$ cat src/rtl/adc_scan_if.sv
// Serial ADC link and valid/ready result port of adc_scan_ctrl.
// The master side is the scan controller.
interface adc_scan_if #(
   parameter int DATA_W = 10,
   parameter int CH_W   = 3
);
   logic              conv;
   logic              ADCclk;
   logic              ADC_in;
   logic              ADC_out;
   logic [DATA_W-1:0] data_out;
   logic [CH_W-1:0]   ch_out;
   logic              valid;
   logic              ready;
   logic              done;

   modport master (
      output conv, ADCclk, ADC_in,
      output data_out, ch_out, valid, done,
      input  ADC_out, ready
   );

   modport slave (
      input  conv, ADCclk, ADC_in,
      input  data_out, ch_out, valid, done,
      output ADC_out, ready
   );
endinterface

$ cat src/rtl/adc_scan_ctrl.sv
// Scans the channels of a serial SAR ADC in ascending order and
// hands each result out on a valid/ready port; done marks scan end.
module adc_scan_ctrl #(
   parameter int DATA_W    = 10,
   parameter int CH_W      = 3,
   parameter int DIV       = 4,
   parameter int NULL_BITS = 1
) (
   input  logic               clk,
   input  logic               rst_n,
   input  logic               enable,
   input  logic [2**CH_W-1:0] ch_mask,
   input  logic               single,
   adc_scan_if.master         bus
);
   localparam int NCH = 2**CH_W;
   localparam int N   = 2 + CH_W + NULL_BITS + DATA_W;
   localparam int CW  = $clog2(2*DIV + 1);
   localparam int BW  = $clog2(N + 1);

   localparam logic [CW-1:0] HALF_END = CW'(DIV - 1);
   localparam logic [CW-1:0] GAP_END  = CW'(2*DIV - 1);
   localparam logic [BW-1:0] LAST_BIT = BW'(N - 1);
   localparam logic [BW-1:0] CMD_END  = BW'(2 + CH_W);
   localparam logic [BW-1:0] NUL_END  = BW'(2 + CH_W + NULL_BITS);

   typedef enum logic [2:0] {
      IDLE, SETUP, CMD, NULLB, DATA, HOLD, GAP
   } state_t;

   state_t            state_q, state_d;
   logic [CW-1:0]     cnt_q, cnt_d;
   logic [BW-1:0]     bit_q, bit_d;
   logic              phase_q, phase_d;
   logic [CH_W-1:0]   ch_q, ch_d;
   logic [NCH-1:0]    mask_q, mask_d;
   logic [CH_W:0]     cmd_q, cmd_d;
   logic [DATA_W-1:0] shift_q, shift_d;
   logic              conv_q, conv_d;
   logic              sclk_q, sclk_d;
   logic              din_q, din_d;
   logic [DATA_W-1:0] data_q, data_d;
   logic [CH_W-1:0]   chout_q, chout_d;
   logic              valid_q, valid_d;
   logic              done_q, done_d;
   logic              stop_q, stop_d;
   logic              arm_q, arm_d;

   logic [CH_W-1:0]   first_ch, nxt_ch, go_ch;
   logic              nxt_ok, go, tick;
   logic [BW-1:0]     nb;

   // Descending walk so the lowest qualifying channel wins.
   always_comb begin
      first_ch = '0;
      nxt_ch   = '0;
      nxt_ok   = 1'b0;
      for (int i = NCH - 1; i >= 0; i--) begin
         if (ch_mask[i]) first_ch = CH_W'(i);
         if (mask_q[i] && CH_W'(i) > ch_q) begin
            nxt_ok = 1'b1;
            nxt_ch = CH_W'(i);
         end
      end
   end

   always_comb begin
      state_d = state_q;
      cnt_d   = cnt_q;
      bit_d   = bit_q;
      phase_d = phase_q;
      ch_d    = ch_q;
      mask_d  = mask_q;
      cmd_d   = cmd_q;
      shift_d = shift_q;
      conv_d  = conv_q;
      sclk_d  = sclk_q;
      din_d   = din_q;
      data_d  = data_q;
      chout_d = chout_q;
      valid_d = valid_q && !bus.ready;
      done_d  = 1'b0;
      stop_d  = stop_q;
      arm_d   = 1'b1;
      go      = 1'b0;
      go_ch   = ch_q;
      tick    = (cnt_q == HALF_END);
      nb      = bit_q + 1'b1;
      unique case (state_q)
         IDLE: begin
            stop_d = 1'b0;
            if (arm_q && enable && |ch_mask) begin
               mask_d = ch_mask;
               go     = 1'b1;
               go_ch  = first_ch;
            end
         end
         SETUP, CMD, NULLB, DATA: begin
            cnt_d = tick ? '0 : cnt_q + 1'b1;
            if (!enable) begin
               state_d = IDLE;
               cnt_d   = '0;
               conv_d  = 1'b0;
               sclk_d  = 1'b0;
               din_d   = 1'b0;
            end else if (tick) begin
               if (state_q == SETUP) begin
                  state_d = CMD;
                  bit_d   = '0;
                  phase_d = 1'b0;
               end else if (!phase_q) begin
                  phase_d = 1'b1;
                  sclk_d  = 1'b1;
               end else begin
                  phase_d = 1'b0;
                  sclk_d  = 1'b0;
                  if (state_q == DATA)
                     shift_d = {shift_q[DATA_W-2:0], bus.ADC_out};
                  if (bit_q == LAST_BIT) begin
                     state_d = HOLD;
                     conv_d  = 1'b0;
                     din_d   = 1'b0;
                  end else begin
                     bit_d = nb;
                     din_d = cmd_q[CH_W];
                     cmd_d = {cmd_q[CH_W-1:0], 1'b0};
                     if (nb < CMD_END)      state_d = CMD;
                     else if (nb < NUL_END) state_d = NULLB;
                     else                   state_d = DATA;
                  end
               end
            end
         end
         HOLD: begin
            if (!enable) stop_d = 1'b1;
            // Loading in the same edge as a handshake keeps valid high.
            if (!valid_q || bus.ready) begin
               data_d  = shift_q;
               chout_d = ch_q;
               valid_d = 1'b1;
               cnt_d   = '0;
               if (!enable || stop_q) begin
                  state_d = IDLE;
               end else begin
                  state_d = GAP;
                  done_d  = !nxt_ok;
               end
            end
         end
         GAP: begin
            if (!enable) begin
               state_d = IDLE;
               cnt_d   = '0;
            end else if (cnt_q == GAP_END) begin
               cnt_d = '0;
               if (nxt_ok) begin
                  go    = 1'b1;
                  go_ch = nxt_ch;
               end else begin
                  state_d = IDLE;
               end
            end else begin
               cnt_d = cnt_q + 1'b1;
            end
         end
         default: state_d = IDLE;
      endcase
      if (go) begin
         state_d = SETUP;
         cnt_d   = '0;
         ch_d    = go_ch;
         cmd_d   = {single, go_ch};
         shift_d = '0;
         conv_d  = 1'b1;
         sclk_d  = 1'b0;
         din_d   = 1'b1;
      end
   end

   always_ff @(posedge clk or negedge rst_n) begin
      if (!rst_n) begin
         state_q <= IDLE;
         cnt_q   <= '0;
         bit_q   <= '0;
         phase_q <= 1'b0;
         ch_q    <= '0;
         mask_q  <= '0;
         cmd_q   <= '0;
         shift_q <= '0;
         conv_q  <= 1'b0;
         sclk_q  <= 1'b0;
         din_q   <= 1'b0;
         data_q  <= '0;
         chout_q <= '0;
         valid_q <= 1'b0;
         done_q  <= 1'b0;
         stop_q  <= 1'b0;
         arm_q   <= 1'b0;
      end else begin
         state_q <= state_d;
         cnt_q   <= cnt_d;
         bit_q   <= bit_d;
         phase_q <= phase_d;
         ch_q    <= ch_d;
         mask_q  <= mask_d;
         cmd_q   <= cmd_d;
         shift_q <= shift_d;
         conv_q  <= conv_d;
         sclk_q  <= sclk_d;
         din_q   <= din_d;
         data_q  <= data_d;
         chout_q <= chout_d;
         valid_q <= valid_d;
         done_q  <= done_d;
         stop_q  <= stop_d;
         arm_q   <= arm_d;
      end
   end

   assign bus.conv     = conv_q;
   assign bus.ADCclk   = sclk_q;
   assign bus.ADC_in   = din_q;
   assign bus.data_out = data_q;
   assign bus.ch_out   = chout_q;
   assign bus.valid    = valid_q;
   assign bus.done     = done_q;
endmodule

$ cat src/flat_wrapper.sv
// flat-port wrapper written by rule: the top's interface ports become plain ports
module adc_scan_ctrl_flat 
#(
   parameter int DATA_W    = 10,
   parameter int CH_W      = 3,
   parameter int DIV       = 4,
   parameter int NULL_BITS = 1
)
  (clk, rst_n, enable, ch_mask, single, bus_conv, bus_ADCclk, bus_ADC_in, bus_data_out, bus_ch_out, bus_valid, bus_done, bus_ADC_out, bus_ready);
  adc_scan_if #(.DATA_W(DATA_W), .CH_W(CH_W)) bus_i ();
  input  logic clk;
  input  logic rst_n;
  input  logic enable;
  input  logic [2**CH_W-1:0] ch_mask;
  input  logic single;
  output wire logic [$bits(bus_i.conv)-1:0] bus_conv;
  output wire logic [$bits(bus_i.ADCclk)-1:0] bus_ADCclk;
  output wire logic [$bits(bus_i.ADC_in)-1:0] bus_ADC_in;
  output wire logic [$bits(bus_i.data_out)-1:0] bus_data_out;
  output wire logic [$bits(bus_i.ch_out)-1:0] bus_ch_out;
  output wire logic [$bits(bus_i.valid)-1:0] bus_valid;
  output wire logic [$bits(bus_i.done)-1:0] bus_done;
  input wire logic [$bits(bus_i.ADC_out)-1:0] bus_ADC_out;
  input wire logic [$bits(bus_i.ready)-1:0] bus_ready;
  assign bus_conv = bus_i.conv;
  assign bus_ADCclk = bus_i.ADCclk;
  assign bus_ADC_in = bus_i.ADC_in;
  assign bus_data_out = bus_i.data_out;
  assign bus_ch_out = bus_i.ch_out;
  assign bus_valid = bus_i.valid;
  assign bus_done = bus_i.done;
  assign bus_i.ADC_out = bus_ADC_out;
  assign bus_i.ready = bus_ready;
  adc_scan_ctrl #(.DATA_W(DATA_W), .CH_W(CH_W), .DIV(DIV), .NULL_BITS(NULL_BITS)) u_core (.clk(clk), .rst_n(rst_n), .enable(enable), .ch_mask(ch_mask), .single(single), .bus(bus_i));
endmodule
$ cat config.mk
export PLATFORM = sky130hd
export DESIGN_NAME = adc_scan_ctrl_flat
export DESIGN_NICKNAME = d
export VERILOG_FILES = /design/src/rtl/adc_scan_if.sv /design/src/rtl/adc_scan_ctrl.sv /design/src/flat_wrapper.sv
export SDC_FILE = /design/constraint.sdc
export NUM_CORES = 1
export LEC_CHECK = 0
export BUFFER_PORTS_ARGS = -buffer_cell sky130_fd_sc_hd__buf_4
export CORE_AREA = 3 3 82 142
export CTS_BUF_LIST = sky130_fd_sc_hd__clkbuf_8 sky130_fd_sc_hd__clkbuf_16
export CTS_CLUSTER_SIZE = 40
export DETAILED_ROUTE_END_ITERATION = 10
export DIE_AREA = 0 0 85 145
export SKIP_CTS_REPAIR_TIMING = 1
export SLEW_MARGIN = 10
export SYNTH_ARGS = -nofsm -noshare
export SYNTH_HDL_FRONTEND = slang
export SYNTH_SLANG_ARGS = --single-unit
$ cat constraint.sdc
create_clock -name clk -period 6.3 [get_ports clk]
set_clock_uncertainty 0.05 [all_clocks]
set_input_delay 0.945 -clock clk [delete_from_list [all_inputs] [get_ports clk]]
set_output_delay 0.945 -clock clk [all_outputs]
set_load 0.02 [all_outputs]
==> results.py, run 1 <==
metrics = {
    "floorplanning": {
        "die_w_um": 85,
        "row_count": 50,
        "die-area_um2": 12300,
        "start_util": 0.294,
        "io_pins": 32,
        "die_h_um": 145,
        "core_area_um2": 10700,
    },
    "setup_path": {
        "path_max_fanout": 16,
        "reg2reg_to": "u_core.cmd_q[3]",
        "end_kind": "register",
        "r2r_cells": 6,
        "worstSetupEndpoint": "u_core.cmd_q[3]",
        "reg2reg_from": "u_core.ch_q[2]",
        "startpoint_type": "register",
        "reg2reg_slack_ns": 3.83,
        "critPathArrivalTime_ns": 2.63,
        "worstSetupPathType": "register to register",
        "required_ns": 6.47,
        "cp-startpoint": "u_core.ch_q[2]",
    },
    "yosys": {
        "syn_area_um2": 3140,
        "synthTopCellsByArea": "dfrtp_1, nand2_1, mux2_2, a21oi_1, o21ai_0",
        "ys_warn_count": 0,
        "ys_seq_elements": 57,
        "synth_edf_count": 0,
        "syn_nets": 342,
        "synth.avg_cell_area_um2": 9.67,
        "synth_area_leader_cell": "dfrtp_1",
        "synthCells": 325,
        "ys_seq_area_frac": 0.454,
        "synth.most_common_cell": "nand2_1",
        "synth_cell_types": 66,
        "async_flop_share": 1.00,
        "yosys.area.top_type_share": 0.454,
        "synth_flop_cell": "dfrtp_1",
        "yosys-top-cells-count": "nand2_1, dfrtp_1, a21oi_1",
    },
    "pwr": {
        "p_leak_nw": 1.68,
        "finalPower_mw": 1.47,
        "ir_drop_mv": 0.174,
        "cellPowerDensity_nw_per_um2": 392,
    },
    "global_route": {
        "grt_max_degree": 58,
        "grtUsageMet3": 0.0273,
        "grt_pass1_vias": 2637,
        "use_met2": 0.234,
        "busiest_layer": "met2",
        "grtUsageTotal": 0.137,
        "use_met1": 0.140,
        "antenna_found_initial": 0,
        "grt_remaining_overflow": 0,
        "grt_pass1_wl_mm": 13.3,
    },
    "worst_hold_path": {
        "hold_path.class": "register to register",
        "hold_path_startpoint": "u_core.bus.conv",
    },
    "routing": {
        "dr.pass1.iters": 4,
        "drt_iter0_drc": 137,
        "via_per_inst": 5.29,
        "finalWirelength_mm": 8.23,
        "avgRoutedWirePerCell_um": 16.9,
        "num_vias": 2571,
        "route.detailed.drc": 0,
        "antenna_left": 0,
    },
    "clocking": {
        "cts_sinks": 57,
        "cts_tree": "yes",
        "cts_buffers": 9,
        "worstSkewPairLatency_ns": 0.33,
        "cts_root_buf": "clkbuf_16",
        "cts.htree.levels": 3,
        "cts_max_path_buffers": 2,
        "cts.clk_slew.worst_paths_ns": 0.05,
    },
    "finish": {
        "layout.nets": 369,
        "fin_area_um2": 3740,
        "antenna_cells": 0,
        "drive_above_1_share": 0.216,
        "area_delta_synth_final_pct": 19.0,
        "fill_cells": 1071,
    },
    "sta": {
        "fmax_ghz": 0.406,
        "timing.setup.tns_ns": 0,
        "slew_headroom": 0.514,
        "rsz0062_at_grt": "no",
        "whs_ns": 0.432,
        "post-route-period-util": 0.391,
        "final.setup.worst_slack_ns": 3.83,
        "fin_crit_ns": 2.47,
        "setup_viol": 0,
        "maxSlewViolCount": 0,
        "worst_pin_slew_ns": 0.729,
        "finalHoldViolCount": 0,
    },
    "placed_design": {
        "port_buffers": 31,
        "gp_congestion": 0.950,
        "place_area_um2": 3440,
        "post-place-ws_ns": 3.62,
        "hpwl_mm": 5.98,
    },
    "run_status": {
        "outcome": "completed",
    },
    "job": {
        "maxCapViolCount": 0,
    },
}
==> cell usage in the layout (no fill, tap or decap), types with 3 or more instances in the layout <==
master,count
a21o_1,8
a21oi_1,22
a31oi_1,5
buf_4,31
clkbuf_16,9
dfrtp_1,57
ha_1,3
inv_1,10
mux2_2,13
mux2i_1,3
nand2_1,60
nand2b_1,4
nand3_1,9
nand3b_1,3
nor2_1,15
nor2b_1,8
nor3_1,4
nor3b_1,3
nor4_1,3
o21ai_0,20
o21bai_1,3
==> final cells by class <==
type                    instances  area [µm²]  area share
repair buffers                 31         233      0.0622
flip-flops and latches         57        1430       0.381
clock inverters                 4        45.0      0.0120
multi-input cells             245        1590       0.425
inverters                       8        30.0     0.00803
well taps                     130         163      0.0435
clock buffers                  11         253      0.0676
==> routing by layer <==
| layer | wire, µm | up-vias |
|---|---|---|
| met5 | 0 | - |
| met4 | 566 | 0 |
| met3 | 301 | 39 |
| met2 | 4380 | 70 |
| met1 | 2980 | 1245 |
| li1 | - | 1217 |
==> through the flow <==
stage | util | instances
6_report | 0.350 | 486
5_1_grt | 0.350 | 486
3_5_place_dp | 0.322 | 471
3_3_place_gp | 0.322 | 471
2_1_floorplan | - | 325
4_1_cts | 0.349 | 486
==> logic make-up after synthesis <==
family	share of synthesized area
AND/OR/NAND/NOR	0.236
AO/OA/AOI/OAI	0.195
flip-flops	0.454
buffers and inverters	0.0410
multiplexers	0.0561
adder cells (fa/ha/maj)	0.0119
XOR/XNOR	0.00557
other	0.00119
==> sequential cells by signal, summed over array words and instances, names as in the netlist, 3 cells and up <==
| signal | count |
|---|---|
| u_core.cmd_q | 4 |
| u_core.bus.data_out | 10 |
| u_core.bit_q | 5 |
| u_core.bus.ch_out | 3 |
| u_core.state_q | 3 |
| u_core.shift_q | 10 |
| u_core.mask_q | 7 |
| u_core.ch_q | 3 |
| u_core.cnt_q | 4 |
==> critical path, cell delays in order (launching register included) <==
cell and delay, ns:
dfrtp_1 0.66, a21boi_1 0.13, o21a_1 0.20, a211o_1 0.33, o21ai_4 0.28, nand2_2 0.27
a221o_1 0.41
==> report_power, final <==
part,internal [mW],total [mW],switching [mW]
combinational,0.179,0.425,0.246
clock,0.322,0.487,0.165
sequential,0.440,0.554,0.114
total,0.940,1.47,0.525
==> worst min path at each step <==
| stage | to | slack (ns) | cells after the start |
|---|---|---|---|
| CTS | u_core.bus.conv | 0.44 | 1 |
| detailed placement | u_core.bus.conv | 0.43 | 1 |
| global placement | u_core.bit_q[4] | 0.42 | 2 |
| global route | u_core.bus.conv | 0.46 | 1 |
| floorplan | u_core.bit_q[4] | 0.40 | 2 |
| finish | u_core.bus.conv | 0.43 | 1 |
Power figures use the tool's default switching activity.
==> run 2: changes to the inputs <==
==> constraint.sdc (replaced) <==
create_clock -name clk -period 2.53 [get_ports clk]
set_clock_uncertainty 0.05 [all_clocks]
set_input_delay 0.3795 -clock clk [delete_from_list [all_inputs] [get_ports clk]]
set_output_delay 0.3795 -clock clk [all_outputs]
set_load 0.02 [all_outputs]
==> run 2 against run 1 <==
Register-to-register slack worse by 3.7 ns. Critical endpoint is now u_core.bit_q[2]. Clock-buffer cell count is 2 lower. Fmax grew 3.2%. Largest power group unchanged. Sequential share of layout area is 1.0 points lower.
==> results.py, run 2 (synthesized netlist as in run 1, its figures left out) <==
metrics = {
    "clocking": {
        "cts_root_buf": "clkbuf_16",
        "cts_buffers": 9,
        "cts_tree": "yes",
        "cts.htree.levels": 3,
        "worstSkewPairLatency_ns": 0.33,
        "cts_max_path_buffers": 2,
        "cts_sinks": 57,
        "cts.clk_slew.worst_paths_ns": 0.05,
    },
    "sta": {
        "timing.setup.tns_ns": 0,
        "maxSlewViolCount": 0,
        "setup_viol": 0,
        "whs_ns": 0.0610,
        "fin_crit_ns": 2.39,
        "finalHoldViolCount": 0,
        "fmax_ghz": 0.418,
        "rsz0062_at_grt": "no",
        "post-route-period-util": 0.944,
        "slew_headroom": 0.516,
        "worst_pin_slew_ns": 0.727,
    },
    "worst_hold_path": {
        "hold_path.class": "primary input to async pin",
    },
    "global_route": {
        "grt_pass1_vias": 2669,
        "grt_pass1_wl_mm": 13.3,
        "grt_max_degree": 58,
        "grtUsageTotal": 0.136,
        "grt_remaining_overflow": 0,
        "antenna_found_initial": 0,
    },
    "finish": {
        "final_common_cell": "nand2_1",
        "fin_area_um2": 3840,
        "final_cell_mix": "nand2_1, dfrtp_1, buf_4",
        "drive_above_1_share": 0.241,
        "area_delta_synth_final_pct": 22.2,
        "fin_cells": 499,
        "antenna_cells": 0,
        "layout.nets": 381,
    },
    "floorplanning": {
        "die_h_um": 145,
        "die_w_um": 85,
        "start_util": 0.294,
        "die-area_um2": 12300,
        "row_count": 50,
        "io_pins": 32,
        "core_area_um2": 10700,
    },
    "pwr": {
        "p_leak_nw": 1.75,
        "finalPower_mw": 3.78,
        "cellPowerDensity_nw_per_um2": 984,
        "ir_drop_mv": 0.529,
    },
    "setup_path": {
        "path_max_fanout": 7,
        "max_stage_delay_ns": 0.42,
        "end_kind": "register",
        "cp-startpoint": "u_core.bit_q[0]",
        "crit_family": "simple AND/OR/NAND/NOR gates",
        "worst-path-buf-inv": 0,
        "critPathArrivalTime_ns": 2.53,
        "required_ns": 2.67,
        "cp_slowest_cell": "dfrtp_1",
        "worstSetupPathType": "register to register",
        "startpoint_type": "register",
        "crit_chain": "ha_1 -> and3_1 -> ha_1 -> nor2b_1 -> a21oi_1 -> o32ai_1 -> nand3_1 -> o21ai_0 -> o21ai_0",
        "reg2reg_from": "u_core.bit_q[0]",
    },
    "routing": {
        "num_vias": 2628,
        "drt_iter0_drc": 147,
        "finalWirelength_mm": 8.15,
        "route.detailed.drc": 0,
        "antenna_left": 0,
        "avgRoutedWirePerCell_um": 16.3,
        "via_per_inst": 5.27,
        "dr.pass1.iters": 4,
    },
    "placed_design": {
        "gp_congestion": 0.859,
        "dp.cells": 483,
        "hpwl_mm": 6.03,
        "port_buffers": 31,
        "place_area_um2": 3530,
    },
    "run_status": {
        "outcome": "completed",
    },
    "job": {
        "maxCapViolCount": 0,
    },
}
-- run 2: cell types whose count changed in the layout (fill, tap and decap cells not counted), sizes merged --
cell,delta
bufinv,+1
clkinv,+1
buf,+12
clkbuf,-2
clkinvlp,+1
-- run 2: path summary, 6_finish.rpt --
path	end	slack (ns)	cells past startpoint
hold reg to reg	u_core.mask_q[6]	0.45	2
hold / removal	u_core.bus.data_out[5]	0.06	1
setup reg to reg	u_core.bit_q[2]	0.14	9
min in group clk	u_core.bus.valid	0.20	2
setup / recovery	u_core.bit_q[2]	0.14	9
max in group asynchronous	u_core.bus.conv	1.88	1
-- run 2: metal layers --
layer | GRT usage | wire length, µm | vias to the layer above
met2 | 0.239 | 4470 | 70
met1 | 0.144 | 3090 | 1285
met5 | 0 | 0 | -
met3 | 0.0261 | 234 | 24
met4 | 0.0903 | 351 | 0
li1 | - | - | 1249
-- run 2: where the power goes --
| group | total, mW | switching (mW) | internal (mW) |
|---|---|---|---|
| clock | 1.26 | 0.410 | 0.851 |
| combinational | 1.20 | 0.694 | 0.509 |
| sequential | 1.32 | 0.222 | 1.10 |
| total | 3.78 | 1.33 | 2.46 |
-- run 2: area by class of cell --
cell class                 count  area [µm²]
multi-input combinational    245        1590
clock buffer                   9         225
sequential                    57        1430
tap                          130         163
timing repair buffer          43         323
clock inverter                 7        87.6
fill                        1070        6850
inverter                       8        30.0
-- run 2: worst reg2reg max path, delay by kind of cell (launching register included) --
family | cells | cell delay, ns
fa+ha+maj | 2 | 0.53
compound gates | 4 | 0.57
simple gates | 3 | 0.68
flops | 1 | 0.42
-- run 2: through the flow --
step / util / setup WS (ns)
finish: 0.359 / 0.140
global route: 0.359 / 0.0227
CTS: 0.359 / 0.163
detailed placement: 0.330 / 0.179
global placement: 0.330 / 0.299
floorplan: - / 0.421
